### src/rtl/motion_sequencer.sv
// motion_sequencer
//   Timed navigation FSM feeding the motor controller. Converts start/stop
//   requests, an emergency stop and three obstacle sensors into five one-hot
//   drive commands. The front sensor is debounced. Turn and rotate manoeuvres
//   last a fixed number of cycles, set by a down-counter. Completed
//   manoeuvres are counted.
//
// Ports
//   clk            : system clock, rising edge
//   reset          : asynchronous, active-high reset
//   start          : level, request motion from IDLE or HALT
//   stop_req       : level, return to IDLE from any moving state
//   estop          : level, emergency stop (highest priority)
//   obstacle_front : front sensor, 1 = obstacle
//   obstacle_left  : left sensor, 1 = blocked
//   obstacle_right : right sensor, 1 = blocked
//   stop_motor, front_motor, turn_left, turn_right, rotate : one-hot commands
//   halted         : high while in HALT
//   maneuver_cnt   : completed manoeuvres, saturating at 255
module motion_sequencer #(
    parameter int DEBOUNCE_CYCLES = 4,
    parameter int TURN_CYCLES     = 8,
    parameter int ROTATE_CYCLES   = 16,
    parameter int TIMER_W         = 8
) (
    input  logic       clk,
    input  logic       reset,
    input  logic       start,
    input  logic       stop_req,
    input  logic       estop,
    input  logic       obstacle_front,
    input  logic       obstacle_left,
    input  logic       obstacle_right,
    output logic       stop_motor,
    output logic       front_motor,
    output logic       turn_left,
    output logic       turn_right,
    output logic       rotate,
    output logic       halted,
    output logic [7:0] maneuver_cnt
);

    // The debounce counter only ever reaches DEBOUNCE_CYCLES-1
    localparam int DEB_W = (DEBOUNCE_CYCLES > 1) ? $clog2(DEBOUNCE_CYCLES) : 1;
    localparam logic [DEB_W-1:0]   DEB_LAST  = DEB_W'(DEBOUNCE_CYCLES - 1);
    localparam logic [TIMER_W-1:0] TURN_LOAD = TIMER_W'(TURN_CYCLES - 1);
    localparam logic [TIMER_W-1:0] ROT_LOAD  = TIMER_W'(ROTATE_CYCLES - 1);

    if (DEBOUNCE_CYCLES < 1 || TURN_CYCLES < 1 || ROTATE_CYCLES < 1) begin : g_bad_cycles
        $error("motion_sequencer: cycle parameters must be >= 1");
    end
    if (TIMER_W < 1 || TIMER_W > 31 ||
        longint'(TURN_CYCLES)   > (longint'(1) << TIMER_W) ||
        longint'(ROTATE_CYCLES) > (longint'(1) << TIMER_W)) begin : g_bad_timer
        $error("motion_sequencer: TIMER_W too narrow for the manoeuvre lengths");
    end

    typedef enum logic [2:0] {
        S_IDLE   = 3'd0,
        S_FWD    = 3'd1,
        S_TURN_L = 3'd2,
        S_TURN_R = 3'd3,
        S_ROTATE = 3'd4,
        S_HALT   = 3'd5
    } state_t;

    state_t             r_state;
    state_t             w_next;
    logic [DEB_W-1:0]   r_deb;
    logic [TIMER_W-1:0] r_timer;
    logic [7:0]         r_cnt;

    logic w_in_man;     // currently in a timed manoeuvre
    logic w_man_next;   // next state is a timed manoeuvre
    logic w_accept;     // debounced front obstacle accepted this edge
    logic w_done;       // manoeuvre finishes normally on this edge

    assign w_in_man   = (r_state == S_TURN_L) || (r_state == S_TURN_R) || (r_state == S_ROTATE);
    assign w_man_next = (w_next == S_TURN_L) || (w_next == S_TURN_R) || (w_next == S_ROTATE);
    assign w_accept   = (r_state == S_FWD) && obstacle_front && (r_deb == DEB_LAST);
    // w_next is FORWARD only when neither estop nor stop_req intervened
    assign w_done     = w_in_man && (r_timer == '0) && (w_next == S_FWD);

    always_comb begin
        w_next = r_state;
        if (estop) begin
            w_next = S_HALT;
        end else begin
            case (r_state)
                S_IDLE, S_HALT: begin
                    if (start) w_next = S_FWD;
                end
                S_FWD: begin
                    if (stop_req) begin
                        w_next = S_IDLE;
                    end else if (w_accept) begin
                        // Left is preferred when both sides are clear
                        if (!obstacle_left)       w_next = S_TURN_L;
                        else if (!obstacle_right) w_next = S_TURN_R;
                        else                      w_next = S_ROTATE;
                    end
                end
                S_TURN_L, S_TURN_R, S_ROTATE: begin
                    if (stop_req)              w_next = S_IDLE;
                    else if (r_timer == '0)    w_next = S_FWD;
                end
                default: w_next = S_IDLE;
            endcase
        end
    end

    always_ff @(posedge clk or posedge reset) begin
        if (reset) begin
            r_state <= S_IDLE;
            r_deb   <= '0;
            r_timer <= '0;
            r_cnt   <= '0;
        end else begin
            r_state <= w_next;

            // Streak of high front samples; cleared on a low sample or on leaving FORWARD
            if (r_state == S_FWD && w_next == S_FWD && obstacle_front)
                r_deb <= r_deb + 1'b1;
            else
                r_deb <= '0;

            if (r_state == S_FWD && (w_next == S_TURN_L || w_next == S_TURN_R))
                r_timer <= TURN_LOAD;
            else if (r_state == S_FWD && w_next == S_ROTATE)
                r_timer <= ROT_LOAD;
            else if (w_man_next)
                r_timer <= r_timer - 1'b1;
            else
                r_timer <= '0;

            if (w_done && r_cnt != 8'hFF)
                r_cnt <= r_cnt + 1'b1;
        end
    end

    // Moore decode; unknown encodings show stop_motor so one-hot always holds
    always_comb begin
        stop_motor  = 1'b0;
        front_motor = 1'b0;
        turn_left   = 1'b0;
        turn_right  = 1'b0;
        rotate      = 1'b0;
        halted      = 1'b0;
        case (r_state)
            S_FWD:    front_motor = 1'b1;
            S_TURN_L: turn_left   = 1'b1;
            S_TURN_R: turn_right  = 1'b1;
            S_ROTATE: rotate      = 1'b1;
            S_HALT: begin
                stop_motor = 1'b1;
                halted     = 1'b1;
            end
            default:  stop_motor  = 1'b1;
        endcase
    end

    assign maneuver_cnt = r_cnt;

endmodule

### config.mk
export PLATFORM = sky130hd
export DESIGN_NAME = motion_sequencer
export DESIGN_NICKNAME = d
export VERILOG_FILES = /design/src/rtl/motion_sequencer.sv
export SDC_FILE = /design/constraint.sdc
export NUM_CORES = 1
export LEC_CHECK = 0
export ABC_CLOCK_PERIOD_IN_PS = 2700
export BUFFER_PORTS_ARGS = -buffer_cell sky130_fd_sc_hd__buf_2
export CAP_MARGIN = 15
export CORE_MARGIN = 2
export CORE_UTILIZATION = 50
export DETAILED_ROUTE_END_ITERATION = 6
export HOLD_SLACK_MARGIN = 0.05
export PLACE_DENSITY = 0.74
export SLEW_MARGIN = 10
export SYNTH_ARGS = -nofsm -noshare
export SYNTH_HDL_FRONTEND = slang
export SYNTH_SLANG_ARGS = --single-unit
### constraint.sdc
create_clock -name clk -period 2.7 [get_ports clk]
set_input_delay 0.135 -clock clk [delete_from_list [all_inputs] [get_ports clk]]
set_output_delay 0.135 -clock clk [all_outputs]
set_load 0.01 [all_outputs]
# == Word-level counts from Yosys, hierarchy flattened ==
# Index checks and enable logic that the tools add are counted.
# classes
mux,19
bitwise_logic,0
n_lt_le_gt_ge,0
n_div,0
reduce_logical,18
n_shift,0
multipliers,0
addsub,3
eq_ne,11
# ops
operator,n
$mux 3,8
$mux 8,3
$eq 3x2->1 const B,4
$eq 3x3->1 const B,3
$logic_and 1x1->1,9
$pmux 3 s3,1
$add 8x1->8 const B,1
$logic_not 8->1,1
$ne 8x8->1 const B,1
$sub 8x1->8 const B,1
$eq 3x1->1 const B,2
$mux 1,6
$logic_or 1x1->1,4
$reduce_or 4->1,1
$logic_not 3->1,1
$reduce_or 3->1,1
$add 2x1->2 const B,1
$eq 2x2->1 const B,1
$mux 2,1
$reduce_or 2->1,1
# totals
register_bits,21
n_memories,0
output_inout_bits,14
rom_bits,0
inputBits,8
latchBits,0
ram_bits,0

# == Depth between registers and ports, before layout ==
# Gate-level depths: netlist of run 1.
# depth
depth_word,13
ltp_mapped,7
depth_no_buf,7

# == Worst setup path before layout of run 1 ==
# Ideal clock, no wire load.
# synth_path
kind,register to register
start,register r_timer[0]
end,"register r_cnt[1], in the netlist maneuver_cnt[1]"
t_arrival_ns,1.804
path_stages_with_launch,7
slack_ns,0.771
setup_time_ns,0.125
t_required_ns,2.575
synth_period_minus_slack_ns,1.929
n_path_buf,0
cell_sequence,dfrtp_1 inv_1 ha_1 nor3b_2 o211ai_1 a2111oi_4 mux2_2
# synth_between
elab_chain_cells,8
# synth_rtl
item,line_no,source
from (decl),70,logic [TIMER_W-1:0] r_timer;
from (signal assigned),132,r_timer <= r_timer - 1'b1;
$logic_not 8->1 *,"82, 105",
$mux 3,105,else if (r_timer == '0) w_next = S_FWD;
$mux 3,104,if (stop_req) w_next = S_IDLE;
$pmux 3 s3,89,case (r_state)
$mux 3,86,if (estop) begin
$eq 3x1->1,82,assign w_done = w_in_man && (r_timer == '0) && (w_next == S_FWD);
$logic_and 1x1->1 *,82,
$logic_and 1x1->1 *,136,if (w_done && r_cnt != 8'hFF)
to (signal assigned),137,r_cnt <= r_cnt + 1'b1;
to (decl),71,logic [7:0] r_cnt;
# Mark *: on every way between the ends. The rest lies on a longest branch, timed or not.
# A chain may end at the register's enable or synchronous reset.

# == Worst setup path in the final report of run 1 ==
# Same ends and word-level chain as after synthesis.

==> results of run 1 <==
cells in the mapped netlist, types with 2 or more instances:
master	n
nor2_1	5
inv_1	4
xor2_1	4
dfrtp_1	21
buf_2	2
nor4_1	2
nor4bb_1	2
ha_1	3
and3_1	2
nand4_1	3
nand3_1	2
xnor2_1	9
nor3_1	8
nand2b_1	2
and4_1	2
nand2_1	7
nor2b_1	4
a21oi_1	6
or2_1	2
registers in the layout (all words and copies together), names as in the netlist:
name	flops
maneuver_cnt	8
r_deb	2
r_state	3
r_timer	8
routing by layer:
| layer | global-route usage, % | vias up |
|---|---|---|
| met2 | 31.87 | 26 |
| met1 | 26.96 | 444 |
| met4 | 8.120 | 0 |
| met5 | 0 | - |
| met3 | 3.429 | 4 |
| li1 | - | 454 |
cell type report:
type                    count  area (um2)  area share, %
clock buffers               3       22.52          1.667
clock inverters             1       7.507         0.5556
inverters                   5       18.77          1.389
multi-input cells          84       626.9          46.39
flip-flops and latches     21       525.5          38.89
well taps                  28       35.03          2.593
repair buffers             22       115.1          8.518
power groups by stage:
stage | sequential (mW) | combinational [mW] | clock [mW]
finish | 0.394 | 0.232 | 0.157
global route | 0.402 | 0.262 | 0.176
CTS | 0.394 | 0.234 | 0.160
detailed placement | 0.400 | 0.231 | 0
global placement | 0.399 | 0.226 | 0
floorplan | 0.396 | 0.163 | 0
critical path, cell delays in order (launching register included):
cell	delay, ns
dfrtp_1	0.43
inv_1	0.07
ha_1	0.17
nor3b_2	0.29
o211ai_1	0.24
a2111oi_4	0.45
mux2_2	0.39
per-stage QoR:
| step | total power [mW] | worst slack [ns] | instance area, um2 |
|---|---|---|---|
| floorplan | 0.5588 | 0.7713 | 1189 |
| global placement | 0.6248 | 0.6338 | 1311 |
| detailed placement | 0.6308 | 0.5677 | 1311 |
| CTS | 0.7879 | 0.5556 | 1351 |
| global route | 0.8401 | 0.4287 | 1351 |
| finish | 0.7832 | 0.5711 | 1351 |
layout by cell type, fill, tap and decap left out, types with 2 or more instances in the layout:
master / count
nor2_1: 5
nor2b_1: 4
inv_1: 4
nor4bb_1: 2
nand4_1: 3
nand2b_1: 2
buf_2: 21
nand3_1: 2
or2_1: 2
clkbuf_4: 3
nor3_1: 8
a21oi_1: 6
xnor2_1: 9
nor4_1: 2
xor2_1: 4
dfrtp_1: 21
and3_1: 2
nand2_1: 7
and4_1: 2
ha_1: 3
final timing paths:
check / cells past startpoint / slack (ns) / from / end
max: 6 / 0.57 / r_timer[0] / maneuver_cnt[1]
min: 2 / 0.07 / estop / r_state[0]
max reg2reg: 6 / 0.57 / r_timer[0] / maneuver_cnt[1]
min reg2reg: 1 / 0.47 / r_deb[0] / r_deb[0]
max in group asynchronous: 3 / 1.71 / reset / r_deb[1]
min in group asynchronous: 3 / 0.51 / reset / maneuver_cnt[6]
cell families (layout without fill, tap and decap cells):
logic type,Yosys count,in the layout,share of synthesized area [%]
flops,21,21,44.21
simple gates,50,50,27.16
mux,1,1,0.9473
compound gates,17,17,11.90
xor+xnor,13,13,9.579
buf+inv,8,31,3.052
fa+ha+maj,3,3,3.158
==> impl_metrics.ini, run 1 <==
[floorplan]
die_area_um2 = 2783
chipWidth_um = 52.76
start_util_pct = 53.22
ios = 22
core-area_um2 = 2233
std_cell_rows = 17
die_h_um = 52.76

[detailed_routing]
met1_length_mm = 1.085
first_pass_iters = 4
drt-vias-per-instance = 5.659
wl_met2_mm = 1.155
ant_nets = 0
routed_wl_mm = 2.347
wl_per_cell_um = 14.31
drt_iter0_drc = 13
route.met3.wl_um = 81
drc_errors = 0
vias = 928
highest_layer = met4

[pwr]
switchingPower_mw = 0.2748
leakage_nw = 0.6439
p_seq_share_pct = 50.4
p_per_area_nw_per_um2 = 579.6
swShare_pct = 35.08
max-vdd-ir-drop_v = 0.0004980
comb_power_share_pct = 29.6
p_int_mw = 0.5084
p_clk_share_pct = 20.0

[yosys]
syn-num-nets = 124
async_flop_share_pct = 100.0
ys.flop_type = dfrtp_1
ys_warn_count = 0
synth_seq_cells = 21
synth_cell_types = 42
syn_area_um2 = 1189
synth_area_leader_cell = dfrtp_1
synth.avg_cell_area_um2 = 10.52
netlist_instances = 113
ys_top_cells_by_area = dfrtp_1, xnor2_1, nor3_1
synth_top_area_share_pct = 44.21
seq_area_frac_synth_pct = 44.21
synth_edf_count = 0

[cts]
cts_root_buffer = clkbuf_4
cts_sinks = 21
cts-htree-levels = 1
clockBufferDepth = 2
cts_made_buffers = 3
holdBufCountCts = 1
post_cts_buffers = 0
clk_latency_ns = 0.30
post_cts_resized = 0
clk_pin_slew_ns = 0.12
cts_tree = yes

[sta]
rsz0062_at_grt = no
worst_hold_slack_ns = 0.06872
fin_worst_skew_ns = 0.002140
finalCritPeriodShare_pct = 78.85
setup_viol = 0
drv_slew = 0
clock.fmax_ghz = 0.4697
fin_crit_ns = 2.129
fin_tns_setup_ns = 0
worstMarginPinSlew_ns = 0.7770
slew_headroom_pct = 48.14
hold_viol = 0

[global_routing]
grt_first_pass_wirelength_mm = 4.050
grt_usage_pct = 20.06
grt_start_max_net_pins = 22
antenna_found_initial = 0
grt_pass1_vias = 901
overflow = 0

[critical_path]
worstPathRequired_ns = 2.90
end_kind = flop
worstSetupPathType = reg -> reg
start_kind = flop
crit_fanout = 8
crit_arrival_ns = 2.33

[finish]
final_cells = 164
area_growth_pct = 13.68
layout.nets = 148
utilization_pct = 60.50
drive_gt1_share_pct = 24.26
fill_cells = 188
antennaDiodeCount = 0

[placement]
hpwl_mm = 1.770
gp_congestion = 0.9485
io_buffers = 21
placed_cells = 159

[status]
status = complete, no violations

[min_path]
hold_path_class = in -> reg

[run]
cap_violations = 0
Note: power is estimated with default switching activity, not from simulation.
==> run 2, diff against run 1 <==
--- a/config.mk
+++ b/config.mk
@@ -5,14 +5,14 @@
 export SDC_FILE = /design/constraint.sdc
 export NUM_CORES = 1
 export LEC_CHECK = 0
-export ABC_CLOCK_PERIOD_IN_PS = 2700
+export ABC_CLOCK_PERIOD_IN_PS = 1800
 export BUFFER_PORTS_ARGS = -buffer_cell sky130_fd_sc_hd__buf_2
 export CAP_MARGIN = 15
 export CORE_MARGIN = 2
-export CORE_UTILIZATION = 50
+export CORE_UTILIZATION = 49
 export DETAILED_ROUTE_END_ITERATION = 6
 export HOLD_SLACK_MARGIN = 0.05
-export PLACE_DENSITY = 0.74
+export PLACE_DENSITY = 0.76
 export SLEW_MARGIN = 10
 export SYNTH_ARGS = -nofsm -noshare
 export SYNTH_HDL_FRONTEND = slang
==> constraint.sdc (replaced) <==
create_clock -name clk -period 1.8 [get_ports clk]
set_input_delay 0.09 -clock clk [delete_from_list [all_inputs] [get_ports clk]]
set_output_delay 0.09 -clock clk [all_outputs]
set_load 0.01 [all_outputs]
==> run 2 against run 1 <==
  * Sequential power is 44% higher
  * The run now ends with negative setup slack left
  * Utilization rose by 22 points
  * Clock skew rose by 0.0050 ns
  * Clock-buffer cell count did not move
  * Largest cell class unchanged
==> impl_metrics.ini, run 2 (synthesis gave the netlist of run 1 again) <==
[critical_path]
crit_path_cell_trace = nor3_1 -> nor4bb_4 -> a31o_2 -> a31oi_2 -> buf_6 -> nor3_2
crit_fanout = 8
start_kind = flop
endpoint = r_timer[3]
cp_slowest_stage_delay_ns = 0.49
critical_path.slowest_cell = dfrtp_2
timing.rr.end = r_timer[3]
crit_start = r_state[2]
worstRegToRegCells = 6
end_kind = flop
rrSetupSlack_ns = -0.17
worstSetupPathType = reg -> reg
rr_startpoint = r_state[2]
crit_arrival_ns = 2.19
worstPathRequired_ns = 2.02

[cts]
cts_tree = yes
cts-htree-levels = 1
cts_sinks = 21
cts_root_buffer = clkbuf_4
cts_made_buffers = 3
clk_latency_ns = 0.30
clockBufferDepth = 2
clk_pin_slew_ns = 0.12

[floorplan]
std_cell_rows = 17
core-area_um2 = 2255
chipWidth_um = 53.25
die_h_um = 53.25
ios = 22
start_util_pct = 52.72
die_area_um2 = 2836

[finish]
drive_gt1_share_pct = 56.50
area_growth_pct = 55.58
layout_common_cells = buf_4, buf_2, dfrtp_1
layout_commonest_cell = buf_4
layout.nets = 189
antennaDiodeCount = 0
final_cells = 205

[global_routing]
antenna_found_initial = 0
grt_start_max_net_pins = 22
grt_usage_pct = 24.31
grt_pass1_vias = 1138
grt_first_pass_wirelength_mm = 4.954
overflow = 0

[pwr]
p_per_area_nw_per_um2 = 787.5
max-vdd-ir-drop_v = 0.0006228
leakage_nw = 0.8956

[sta]
drv_slew = 0
fin_crit_ns = 1.972
hold_viol = 0
worstMarginPinSlew_ns = 0.7791
setup_viol = 15
layout_setup_ws_ns = -0.1721
slew_headroom_pct = 48.00
finalCritPeriodShare_pct = 109.6
fin_worst_skew_ns = 0.007142
clock.fmax_ghz = 0.5071
rsz0062_at_grt = yes

[detailed_routing]
vias = 1173
routed_wl_mm = 3.643
first_pass_iters = 4
drt-vias-per-instance = 5.722
drc_errors = 0
ant_nets = 0
drt_iter0_drc = 37
wl_per_cell_um = 17.77

[run]
cap_violations = 0

[placement]
hpwl_mm = 2.000
io_buffers = 21
pre_cts_slack_ns = -0.1354
gp_congestion = 0.8515
placed_cells = 187

[min_path]
worstHoldStart = stop_req
hold_path_class = in -> reg

[status]
violations = negative setup slack
status = finished with violations
-- run 2: where the power goes --
| group | switching, mW | internal, mW | leakage (nW) |
|---|---|---|---|
| combinational | 0.322 | 0.337 | 0.600 |
| sequential | 0.0452 | 0.523 | 0.278 |
| clock | 0.147 | 0.0828 | 0.0177 |
| total | 0.514 | 0.943 | 0.896 |
-- run 2: worst min-delay path by stage --
stage	end	depth (start not counted)
after detailed placement	r_deb[1]	2
final	r_state[2]	4
after CTS	r_state[2]	4
after global placement	maneuver_cnt[1]	2
after global routing	r_state[2]	4
after floorplan	maneuver_cnt[0]	1
-- run 2: final cells by class --
cell class	instances	area [um2]
multi-input combinational	84	777.0
sequential	21	529.3
timing repair buffer	63	456.7
fill	123	405.4
tap	28	35.03
inverter	5	23.77
clock buffer	3	22.52
clock inverter	1	5.005
-- run 2: timing repair --
action                                 CTS  global route
endpoints found under the hold margin   23             0
cloned                                   0             0
setup buffers                            5             6
resized for setup                       21            24
hold buffers                             3             0
setup endpoints to repair               17            20
pin swaps                               10            10
-- run 2: critical path: cells and delay by family, from the launching register on --
| family | cells | cell delay, ns |
|---|---|---|
| AND/OR/NAND/NOR | 3 | 0.99 |
| flip-flops | 1 | 0.49 |
| AO/OA/AOI/OAI | 2 | 0.25 |
| buffers and inverters | 1 | 0.16 |
-- run 2: routing by layer --
layer | GRT usage [%] | wire [um]
met2 | 39.92 | 1886
met1 | 29.64 | 1448
met4 | 13.25 | 133
met5 | 0 | 0
met3 | 4.802 | 175
-- run 2: per-stage QoR --
stage                     instance area, um2  util, %  hold WS [ns]  total power, mW  setup TNS (ns)
after detailed placement                1528    67.76        0.2712            1.064          -1.008
final                                   1849    82.02        0.3187            1.456          -1.112
after floorplan                         1195        -       0.06653           0.8435         -0.2333
after CTS                               1699    75.36        0.2605            1.352        -0.06906
after global placement                  1528    67.76        0.2586            1.044         -0.6894
after global routing                    1849    82.02        0.3388            1.535          -2.428
==> run 3, diff against run 2 <==
--- a/config.mk
+++ b/config.mk
@@ -8,11 +8,13 @@
 export ABC_CLOCK_PERIOD_IN_PS = 1800
 export BUFFER_PORTS_ARGS = -buffer_cell sky130_fd_sc_hd__buf_2
 export CAP_MARGIN = 15
+export CELL_PAD_IN_SITES_DETAIL_PLACEMENT = 1
+export CELL_PAD_IN_SITES_GLOBAL_PLACEMENT = 1
 export CORE_MARGIN = 2
-export CORE_UTILIZATION = 49
+export CORE_UTILIZATION = 38
 export DETAILED_ROUTE_END_ITERATION = 6
 export HOLD_SLACK_MARGIN = 0.05
-export PLACE_DENSITY = 0.76
+export PLACE_DENSITY = 0.75
 export SLEW_MARGIN = 10
 export SYNTH_ARGS = -nofsm -noshare
 export SYNTH_HDL_FRONTEND = slang
==> run 3 against run 2 <==
  * The run still ends with negative setup slack left
  * Wire length is 10% higher
  * Non-clock buffer count is 1 lower
  * Via count is 2.5% lower
  * Critical path depth is 1 higher
  * Sequential cell count stayed put
  * Critical path type unchanged
  * Combinational power is 6.5% higher
  * Die area is 27% higher
  * Global-route usage is 0.23 points lower
==> impl_metrics.ini, run 3 (synthesis gave the netlist of run 1 again) <==
[cts]
clk_pin_slew_ns = 0.13
cts-htree-levels = 1
cts_sinks = 21
clockBufferDepth = 2
cts_tree = yes
cts_made_buffers = 3
clk_latency_ns = 0.32
cts_root_buffer = clkbuf_4

[finish]
layout.nets = 188
antennaDiodeCount = 0
fill_cells = 342
drive_gt1_share_pct = 58.52
layout_commonest_cell = buf_4
area_growth_pct = 60.00
layout_common_cells = buf_4, buf_2, dfrtp_1

[sta]
rsz0062_at_grt = yes
finalCritPeriodShare_pct = 105.5
clock.fmax_ghz = 0.5266
slew_headroom_pct = 69.47
drv_slew = 0
layout_setup_ws_ns = -0.09891
fin_tns_setup_ns = -0.7516
worstMarginPinSlew_ns = 0.4538
setup_viol = 12
fin_crit_ns = 1.899
hold_viol = 0
fin_worst_skew_ns = 0.001002

[placement]
io_buffers = 21
hpwl_mm = 2.684
gp_congestion = 0.8809

[detailed_routing]
first_pass_iters = 3
drt_iter0_drc = 33
routed_wl_mm = 4.008
drc_errors = 0
wl_per_cell_um = 19.18
ant_nets = 0
vias = 1144
drt-vias-per-instance = 5.474

[critical_path]
crit_arrival_ns = 2.15
rr_startpoint = r_state[1]
worstSetupPathType = reg -> reg
crit_path_cell_trace = buf_6 -> or3b_4 -> a31oi_4 -> a211o_1 -> a31oi_2 -> buf_6 -> nor3_4
critical_path.slowest_cell = dfrtp_2
timing.rr.end = r_timer[5]
start_kind = flop
end_kind = flop
cp_slowest_stage_delay_ns = 0.48
worstPathRequired_ns = 2.05
worstRegToRegCells = 7
crit_top_cell = buf_6
rrSetupSlack_ns = -0.1
crit_fanout = 8

[min_path]
hold-path-cell-count = 2
worstHoldEndpoint = r_state[0]
worstHoldStart = estop
hold_path_class = in -> reg

[pwr]
leakage_nw = 0.9136
p_per_area_nw_per_um2 = 802.1
max-vdd-ir-drop_v = 0.0006066
total_power_mw = 1.525

[global_routing]
grt_first_pass_wirelength_mm = 6.306
antenna_found_initial = 0
grt_start_max_net_pins = 22
grt_usage_pct = 24.08
overflow = 0
grt_pass1_vias = 1286

[status]
status = finished with violations
violations = negative setup slack

[floorplan]
ios = 22
std_cell_rows = 20
chipWidth_um = 59.93
start_util_pct = 39.58
die_h_um = 59.93
die_area_um2 = 3592
core-area_um2 = 3003

[run]
cap_violations = 0
## run 3: worst max-delay path by stage
stage	from	to	slack (ns)	depth (start not counted)
final	r_state[1]	r_timer[5]	-0.1	7
after global routing	r_timer[1]	maneuver_cnt[5]	-0.18	8
after CTS	r_timer[1]	maneuver_cnt[6]	-0.12	8
after detailed placement	r_state[0]	r_timer[5]	-0.28	7
after global placement	r_state[1]	r_timer[3]	-0.05	6
after floorplan	r_timer[0]	maneuver_cnt[1]	-0.10	6
## run 3: what timing repair did
item,in CTS,in global routing
hold endpoints to repair,22,0
cloned,0,0
endpoints found under the setup margin,19,19
hold buffers,2,0
setup buffers,4,3
pin swaps,16,13
gates resized for setup,35,19
## run 3: stage by stage
step	hold WS, ns	cells	cell area, um2	util (%)	setup WS (ns)
4_1_cts	0.06159	206	1793	59.71	-0.1248
3_3_place_gp	0.1280	197	1572	52.33	-0.04934
2_1_floorplan	0.06653	113	1195	-	-0.1030
6_report	0.06620	209	1902	63.33	-0.09891
5_1_grt	0.06154	209	1902	63.33	-0.1834
3_5_place_dp	0.1544	197	1572	52.33	-0.2821
## run 3: power breakdown
group	internal [mW]	switching, mW
sequential	0.523	0.0510
clock	0.0833	0.165
combinational	0.355	0.347
total	0.962	0.563
## run 3: worst max-delay path: cells and delay by family (launching register included)
kind / cells / cell delay, ns
simple gates: 2 / 0.57
flops: 1 / 0.48
compound gates: 3 / 0.46
buf+inv: 2 / 0.31
## run 3: layout make-up
| type | instances | area, um2 | share of cell area [%] |
|---|---|---|---|
| inverter | 5 | 31.28 | 1.645 |
| clock inverter | 1 | 5.005 | 0.2632 |
| sequential | 21 | 529.3 | 27.83 |
| clock buffer | 3 | 22.52 | 1.184 |
| timing repair buffer | 62 | 439.2 | 23.09 |
| multi-input combinational | 84 | 833.3 | 43.82 |
| tap | 33 | 41.29 | 2.171 |
## run 3: layer usage
metal  track usage (%)  vias up  routed length (um)
li1                  -      533                   -
met1             27.79      578                1572
met2             43.48       24                2259
met3             3.463        9                  99
met4             10.79        0                  76
met5                 0        -                   0
